<file path="src/rtl/arp_tx.sv">
// ARP transmit framer: builds an Ethernet II ARP request/reply and streams it over GMII.
module arp_tx #(
  parameter logic [47:0] BOARD_MAC = 48'h00_11_22_33_44_55,
  parameter logic [31:0] BOARD_IP  = {8'd192, 8'd168, 8'd1, 8'd10},
  parameter logic [47:0] DES_MAC   = 48'hff_ff_ff_ff_ff_ff,
  parameter logic [31:0] DES_IP    = {8'd192, 8'd168, 8'd1, 8'd102}
) (
  input  logic        clk,
  input  logic        rst_n,
  input  logic        arp_tx_en,
  input  logic        arp_tx_type,
  input  logic [47:0] des_mac,
  input  logic [31:0] des_ip,
  output logic        gmii_tx_en,
  output logic [7:0]  gmii_txd,
  output logic        tx_busy,
  output logic        tx_done
);

  typedef enum logic [2:0] {
    IDLE,
    PREAMBLE,
    ETH_HEAD,
    ARP_DATA,
    FCS,
    IFG
  } state_t;

  state_t             r_state;
  logic [5:0]         r_cnt;
  logic               r_type;
  logic [47:0]        r_mac;
  logic [31:0]        r_ip;
  logic [31:0]        r_crc;
  logic               r_tx_en;
  logic [7:0]         r_txd;
  logic               r_busy;
  logic               r_done;

  logic [0:13][7:0]   w_head;
  logic [0:45][7:0]   w_arp;
  logic [47:0]        w_dst;
  logic [47:0]        w_tmac;
  logic [15:0]        w_op;
  logic [7:0]         w_byte;
  logic [7:0]         w_d;
  logic [31:0]        w_crc_next;
  logic [31:0]        w_rev;
  logic [3:0][7:0]    w_fcs;

  always_comb begin
    w_dst  = r_type ? r_mac : '1;
    w_tmac = r_type ? r_mac : '0;
    w_op   = r_type ? 16'h0002 : 16'h0001;
    w_head = {w_dst, BOARD_MAC, 16'h0806};
    w_arp  = {48'h0001_0800_0604, w_op, BOARD_MAC, BOARD_IP, w_tmac, r_ip, 144'h0};
    w_byte = '0;
    case (r_state)
      ETH_HEAD: w_byte = w_head[r_cnt[3:0]];
      ARP_DATA: w_byte = w_arp[r_cnt];
      default:  w_byte = '0;
    endcase
  end

  // MSB-first register fed LSB-first data bits; the FCS is its reversed complement.
  always_comb begin
    w_crc_next = r_crc;
    w_d        = w_byte;
    for (int unsigned i = 0; i < 8; i++) begin
      w_crc_next = {w_crc_next[30:0], 1'b0} ^ ({32{w_crc_next[31] ^ w_d[0]}} & 32'h04C1_1DB7);
      w_d        = {1'b0, w_d[7:1]};
    end
    w_rev = {<<{r_crc}};
    w_fcs = ~w_rev;
  end

  always_ff @(posedge clk or negedge rst_n) begin
    if (!rst_n) begin
      r_state <= IDLE;
      r_cnt   <= '0;
      r_type  <= 1'b0;
      r_mac   <= '0;
      r_ip    <= '0;
      r_crc   <= '1;
      r_tx_en <= 1'b0;
      r_txd   <= '0;
      r_busy  <= 1'b0;
      r_done  <= 1'b0;
    end else begin
      r_done <= 1'b0;
      case (r_state)
        IDLE: begin
          r_tx_en <= 1'b0;
          r_txd   <= '0;
          r_crc   <= '1;
          r_cnt   <= '0;
          if (arp_tx_en) begin
            r_type  <= arp_tx_type;
            r_mac   <= (des_mac == '0) ? DES_MAC : des_mac;
            r_ip    <= (des_ip == '0) ? DES_IP : des_ip;
            r_busy  <= 1'b1;
            r_state <= PREAMBLE;
          end
        end
        PREAMBLE: begin
          r_tx_en <= 1'b1;
          r_txd   <= (r_cnt == 6'd7) ? 8'hD5 : 8'h55;
          if (r_cnt == 6'd7) begin
            r_cnt   <= '0;
            r_state <= ETH_HEAD;
          end else begin
            r_cnt <= r_cnt + 6'd1;
          end
        end
        ETH_HEAD: begin
          r_tx_en <= 1'b1;
          r_txd   <= w_byte;
          r_crc   <= w_crc_next;
          if (r_cnt == 6'd13) begin
            r_cnt   <= '0;
            r_state <= ARP_DATA;
          end else begin
            r_cnt <= r_cnt + 6'd1;
          end
        end
        ARP_DATA: begin
          r_tx_en <= 1'b1;
          r_txd   <= w_byte;
          r_crc   <= w_crc_next;
          if (r_cnt == 6'd45) begin
            r_cnt   <= '0;
            r_state <= FCS;
          end else begin
            r_cnt <= r_cnt + 6'd1;
          end
        end
        FCS: begin
          r_tx_en <= 1'b1;
          r_txd   <= w_fcs[r_cnt[1:0]];
          if (r_cnt == 6'd3) begin
            r_cnt   <= '0;
            r_state <= IFG;
          end else begin
            r_cnt <= r_cnt + 6'd1;
          end
        end
        IFG: begin
          r_tx_en <= 1'b0;
          r_txd   <= '0;
          r_done  <= (r_cnt == 6'd0);
          if (r_cnt == 6'd11) begin
            r_cnt   <= '0;
            r_busy  <= 1'b0;
            r_state <= IDLE;
          end else begin
            r_cnt <= r_cnt + 6'd1;
          end
        end
        default: begin
          r_state <= IDLE;
          r_cnt   <= '0;
        end
      endcase
    end
  end

  assign gmii_tx_en = r_tx_en;
  assign gmii_txd   = r_txd;
  assign tx_busy    = r_busy;
  assign tx_done    = r_done;

endmodule

</file>
<file path="config.mk">
export PLATFORM = sky130hd
export DESIGN_NAME = arp_tx
export DESIGN_NICKNAME = d
export VERILOG_FILES = /design/src/rtl/arp_tx.sv
export SDC_FILE = /design/constraint.sdc
export NUM_CORES = 1
export LEC_CHECK = 0
export CAP_MARGIN = 30
export CORE_AREA = 5 5 96 187
export DETAILED_ROUTE_END_ITERATION = 16
export DIE_AREA = 0 0 101 192
export PLACE_DENSITY = 0.78
export SYNTH_ARGS = -nofsm -noshare
export SYNTH_HDL_FRONTEND = slang
export SYNTH_SLANG_ARGS = --single-unit
</file>
<file path="constraint.sdc">
create_clock -name clk -period 3.5 [get_ports clk]
set_input_delay 1.05 -clock clk [delete_from_list [all_inputs] [get_ports clk]]
set_output_delay 1.05 -clock clk [all_outputs]
set_load 0.03 [all_outputs]
</file>
* Word-level counts from Yosys, hierarchy flattened *
Index checks and enable logic that the tools add are counted.

storage, ports and cells
  flip-flop bits (word level) = 133

operators by class
  add/sub/neg operators = 1
  $lt $le $gt $ge = 3
  equal/unequal tests = 16
  multiplexer cells = 35
  bitwise gates (word level) = 19
  reduce and logical (&&, ||, !) cells = 14

operator list
  kind                                           count
  bitwise XOR 32 x 27 -> 32 bit                  8
  two-way mux 48 bit                             3
  case mux 32 bit (2 select lines)               1
  binary-select mux 8 bit (select 6 bit)         1
  logical NOT 48 bit                             1
  two-way mux 8 bit                              6
  binary-select mux 8 bit (select 4 bit)         1
  logical NOT 32 bit                             1
  two-way mux 32 bit                             1
  NOT 32 bit                                     1
  case mux 8 bit (4 select lines)                1
  two-way mux 6 bit                              5
  case mux 6 bit (5 select lines)                1
  two-way mux 3 bit                              6
  case mux 3 bit (6 select lines)                1
  binary-select mux 8 bit (select 2 bit)         1
  case mux 8 bit (2 select lines)                1
  == test 6 x 4 -> 1 bit, second input constant  2
  inequality test 2 bit, second input constant   6
  bitwise XOR 1 bit                              8
  >= comparator 7 bit, second input constant     1
  NOT 6 -> 7 bit                                 1
  adder 6 x 1 -> 6 bit, second input constant    1
  == test 3 x 2 -> 1 bit, second input constant  2
  other kinds (20)                               27

* Depth between registers and ports, before layout *
  word-level depth = 22
  depth in mapped cells = 14
  depth with buffers taken out = 11

* Least setup slack after synthesis *
No wires, ideal clock.

  kind = flip-flop to flip-flop
  start point = register r_cnt[0]
  end point = register r_crc[6]
  arrival time = 3.388 ns
  required time = 3.427 ns
  path slack = 0.039 ns
  cell stages (with the launch flop) = 15
  period minus slack after synthesis = 3.461 ns
  path through = dfrtp_1 -> buf_6 -> buf_6 -> buf_4 -> buf_1 -> inv_1 -> ha_1 -> a22oi_1 -> a2bb2oi_1 -> o211ai_4 -> xor2_4 -> xnor2_4 -> xnor3_2 -> xor2_1 -> a21oi_1

on the way
  longest elaborated chain between the ends = 16

RTL lines
  element                                                                                                  RTL line  text
  from (decl)                                                                                              30        logic [5:0] r_cnt;
  from (signal assigned)                                                                                   112       r_cnt <= r_cnt + 6'd1;
  from (signal assigned)                                                                                   123       r_cnt <= r_cnt + 6'd1;
  from (signal assigned)                                                                                   134       r_cnt <= r_cnt + 6'd1;
  NOT 6 -> 7 bit (implied by the code) / NOT 4 -> 5 bit (equally long branches)                            60, 59
  binary-select mux 8 bit (select 6 bit) / binary-select mux 8 bit (select 4 bit) (equally long branches)  60, 59
  two-way mux 8 bit, on equally long branches (2 in series)                                                60, 59
  case mux 8 bit (2 select lines) (*)                                                                      58        case (r_state)
  bitwise XOR 1 bit                                                                                        70        w_crc_next = {w_crc_next[30:0], 1'b0} ^ ({32{w_crc_next[31] ^ w_d[0]}} & 32'h04C1_1DB7);
  bitwise XOR 32 x 27 -> 32 bit (6 in series)                                                              70
  bitwise XOR 1 bit                                                                                        70
  bitwise XOR 32 x 27 -> 32 bit (*) (2 in series)                                                          70
  case mux 32 bit (2 select lines) (*)                                                                     91        case (r_state)
  to (signal assigned)                                                                                     118       r_crc <= w_crc_next;
  to (signal assigned)                                                                                     129       r_crc <= w_crc_next;
  to (decl)                                                                                                34        logic [31:0] r_crc;

Every way passes the cells marked *; elsewhere a longest branch is shown, timed or not. The select of a mux whose other input is x is not followed.
A chain may end at the register's enable or synchronous reset.

* Worst setup path after layout *
  start point = register r_cnt[0]
  end point = register r_crc[13]

The elaborated chain is that of the path after synthesis.

==> results.sh <==
export IMPL_fmax_ghz=0.295
export IMPL_cts_root_buf="clkbuf_16"
export IMPL_use_met2_pct=48.5
export IMPL_nFillCells=1285
export IMPL_final_layout_size_suffix_gt1_share_pct=24.1
export IMPL_rsz0062_at_grt="no"
export IMPL_synthArstFlopShare_pct=100
export IMPL_die_h_um=192
export IMPL_yosysSeqAreaShare_pct=41.5
export IMPL_core_area_mm2=0.0163
export IMPL_grtUsageTotal_pct=26.5
export IMPL_drv_slew=0
export IMPL_skew_ns=0.0104
export IMPL_start_util_pct=49.9
export IMPL_detail_route_wl_per_cell_um=23.8
export IMPL_syn2layout_area_growth_pct=24.3
export IMPL_ctsHoldBuffers=0
export IMPL_clk_path_buf_depth=2
export IMPL_fin_setup_tns_ns=0
export IMPL_finalNetCount=910
export IMPL_use_met3_pct=4.51
export IMPL_multi_input_area_mm2=0.00444
export IMPL_worstSkewPairLatency_ns=0.42
export IMPL_ys_warn_count=0
export IMPL_grt_remaining_overflow=0
export IMPL_clockPowerShare_pct=23.1
export IMPL_grt_use_met1_pct=26.2
export IMPL_dr_first_iter_drc_count=414
export IMPL_synth_cell_types=89
export IMPL_dr_pass1_iters=5
export IMPL_regArea_mm2=0.00337
export IMPL_ys_seq_elements=133
export IMPL_hp_class="reg -> reg"
export IMPL_final_cell_mix="99 x dfrtp_1, 93 x clkdlybuf4s50_1, 68 x o22a_1, 48 x buf_4, 36 x xnor2_1"
export IMPL_sequentialPowerShare_pct=31.5
export IMPL_cts_tree="built"
export IMPL_period_needed_ns=3.38
export IMPL_yosysTopAreaCell="dfrtp_1"
export IMPL_p_sw_mw=2.51
export IMPL_grt_first_pass_wirelength_mm=38.7
export IMPL_synth_edff_count=0
export IMPL_gp_congestion=0.986
export IMPL_cp_data_required_time_ns=3.85
export IMPL_final_common_cell="dfrtp_1"
export IMPL_grt_max_degree=53
export IMPL_relSlewSlack_pct=58.9
export IMPL_dieArea_mm2=0.0194
export IMPL_setup_viol=0
export IMPL_p_int_mw=5.11
export IMPL_swShare_pct=33.0
export IMPL_synth_ff_type="dfrtp_1"
export IMPL_antenna_found_initial=0
export IMPL_syn_area_mm2=0.00812
export IMPL_dp_final_hpwl_mm=19.1
export IMPL_status="finished, final reports clean"
export IMPL_max_cap_violations=0
export IMPL_critPathLaunchType="flip-flop"
export IMPL_combPwrFrac_pct=45.4
export IMPL_routed_via_density=6.26
export IMPL_fin_crit_sh_pct=96.7
export IMPL_synth_top_area_share_pct=31.1
export IMPL_grt_pass1_vias=6988
export IMPL_worst_hold_slack_ns=0.494
export IMPL_postSynthAreaPerCell_um2=11.5
export IMPL_arrival_ns=3.73
export IMPL_ir_drop_uv=386
export IMPL_top_usage_layer="met2"
export IMPL_syn_nets=797
export IMPL_reg2reg_slack_ns=0.12
export IMPL_rows=66
export IMPL_crit_fanout=37
export IMPL_vias=6494
export IMPL_leakagePower_nw=4.22
export IMPL_postRouteAntennaNets=0
export IMPL_clk_pin_slew_ns=0.06
export IMPL_powerDensity_mw_per_mm2=756
export IMPL_drt_wl_total_mm=24.7
export IMPL_io_buffers=94
export IMPL_worst_slew_pin_slew_ns=0.608
export IMPL_antenna_cells=0
export IMPL_htreeDepth=4
export IMPL_clock_sinks=133
export IMPL_synth_area_leaders="dfrtp_1 31%, dfstp_2 10%, o22a_1 7.3%"
export IMPL_path_class="reg -> reg"
export IMPL_die_w_um=101
export IMPL_hold_viol=0
export IMPL_io_pins=95
export IMPL_drc=0
export IMPL_synthCells=707
export IMPL_end_kind="flip-flop"
export IMPL_cts_buffers=17
export IMPL_cts_setup_buffers=0
-- registers in the layout, indices dropped and copies added, names as in the netlist --
name	count
gmii_tx_en	1
gmii_txd	8
r_state	3
tx_done	1
r_mac	48
tx_busy	1
r_type	1
r_cnt	6
r_ip	32
r_crc	32
-- synth_stat cells, types with 5 or more instances --
| master | count |
|---|---|
| buf_6 | 5 |
| xnor2_1 | 36 |
| nand2_1 | 31 |
| o22ai_1 | 12 |
| o21ai_1 | 6 |
| nor2_1 | 35 |
| nand4_1 | 5 |
| nand3_1 | 14 |
| mux2i_1 | 28 |
| nor3_1 | 7 |
| xor2_1 | 11 |
| a221o_1 | 5 |
| mux2_2 | 30 |
| a21boi_0 | 5 |
| dfrtp_1 | 101 |
| o22a_1 | 68 |
| a21oi_1 | 29 |
| dfstp_2 | 32 |
| clkbuf_1 | 24 |
| inv_1 | 7 |
| buf_1 | 5 |
| ha_1 | 6 |
| o21ai_0 | 21 |
| xnor2_2 | 6 |
| buf_2 | 11 |
| nor4_1 | 21 |
| nor2b_1 | 7 |
| a31oi_1 | 5 |
| xnor2_4 | 5 |
| o211ai_1 | 5 |
| nand2b_1 | 13 |
| mux4_2 | 11 |
-- critical path, stage by stage (launching register included) --
cell      delay [ns]
dfrtp_2         0.41
buf_12          0.24
mux2i_1         0.35
mux2i_1         0.12
o311ai_1        0.54
o221ai_2        0.31
xor2_4          0.36
xnor3_1         0.33
xnor2_2         0.21
xnor3_1         0.23
o22a_1          0.17
-- metrics by stage --
stage	instances	util (%)	area [um^2]	worst slack, ns	power, mW
2_1_floorplan	707	-	8120	0.0391	4.97
3_3_place_gp	1005	58.4	9500	0.249	5.71
3_5_place_dp	1005	58.4	9500	0.107	5.85
4_1_cts	1037	61.9	10100	0.0859	7.64
5_1_grt	1037	62.0	10100	0.0617	8.01
6_report	1037	62.0	10100	0.116	7.62
-- power groups by stage --
stage                     clock, mW  sequential (mW)  combinational (mW)
after CTS                      1.79             2.39                3.47
final                          1.76             2.40                3.46
after floorplan                   0             2.27                2.70
after global routing           1.85             2.42                3.74
after detailed placement          0             2.40                3.45
after global placement            0             2.39                3.33
-- final timing paths --
path | from | cells after the start | endpoint
worst max-delay path | r_cnt[0] | 10 | r_crc[13]
worst min-delay path | gmii_txd[0] | 2 | gmii_txd[0]
worst max register to register | r_cnt[0] | 10 | r_crc[13]
worst min register to register | gmii_txd[0] | 2 | gmii_txd[0]
max in group asynchronous | rst_n | 2 | r_type
min in group asynchronous | rst_n | 1 | r_mac[20]
-- area by class of cell --
type | count | share of cell area, %
well taps | 204 | 2.53
clock buffers | 23 | 4.74
multi-input cells | 513 | 44.0
clock inverters | 9 | 1.02
repair buffers | 147 | 14.0
flip-flops and latches | 133 | 33.4
inverters | 8 | 0.298
-- layer usage --
layer  share of wire, %  up-vias
li1                   -     2890
met1                 33     3264
met2                 56      243
met3                3.7       97
met4                7.2        0
met5                  0        -
-- cell families (layout without fill, tap and decap cells) --
kind of cell / count (synthesis) / after routing / synth area share (%)
compound gates: 198 / 198 / 19.4
simple gates: 165 / 165 / 10.9
flops: 133 / 133 / 41.5
mux: 74 / 74 / 11.7
xor+xnor: 70 / 70 / 11.4
buf+inv: 61 / 187 / 4.19
fa+ha+maj: 6 / 6 / 0.925
-- repair_timing --
action                                 4_1_cts  5_1_grt
resized for setup                            0        2
setup endpoints to repair                    0        3
endpoints found under the hold margin        0        0
(Power assumes the default switching activity.)
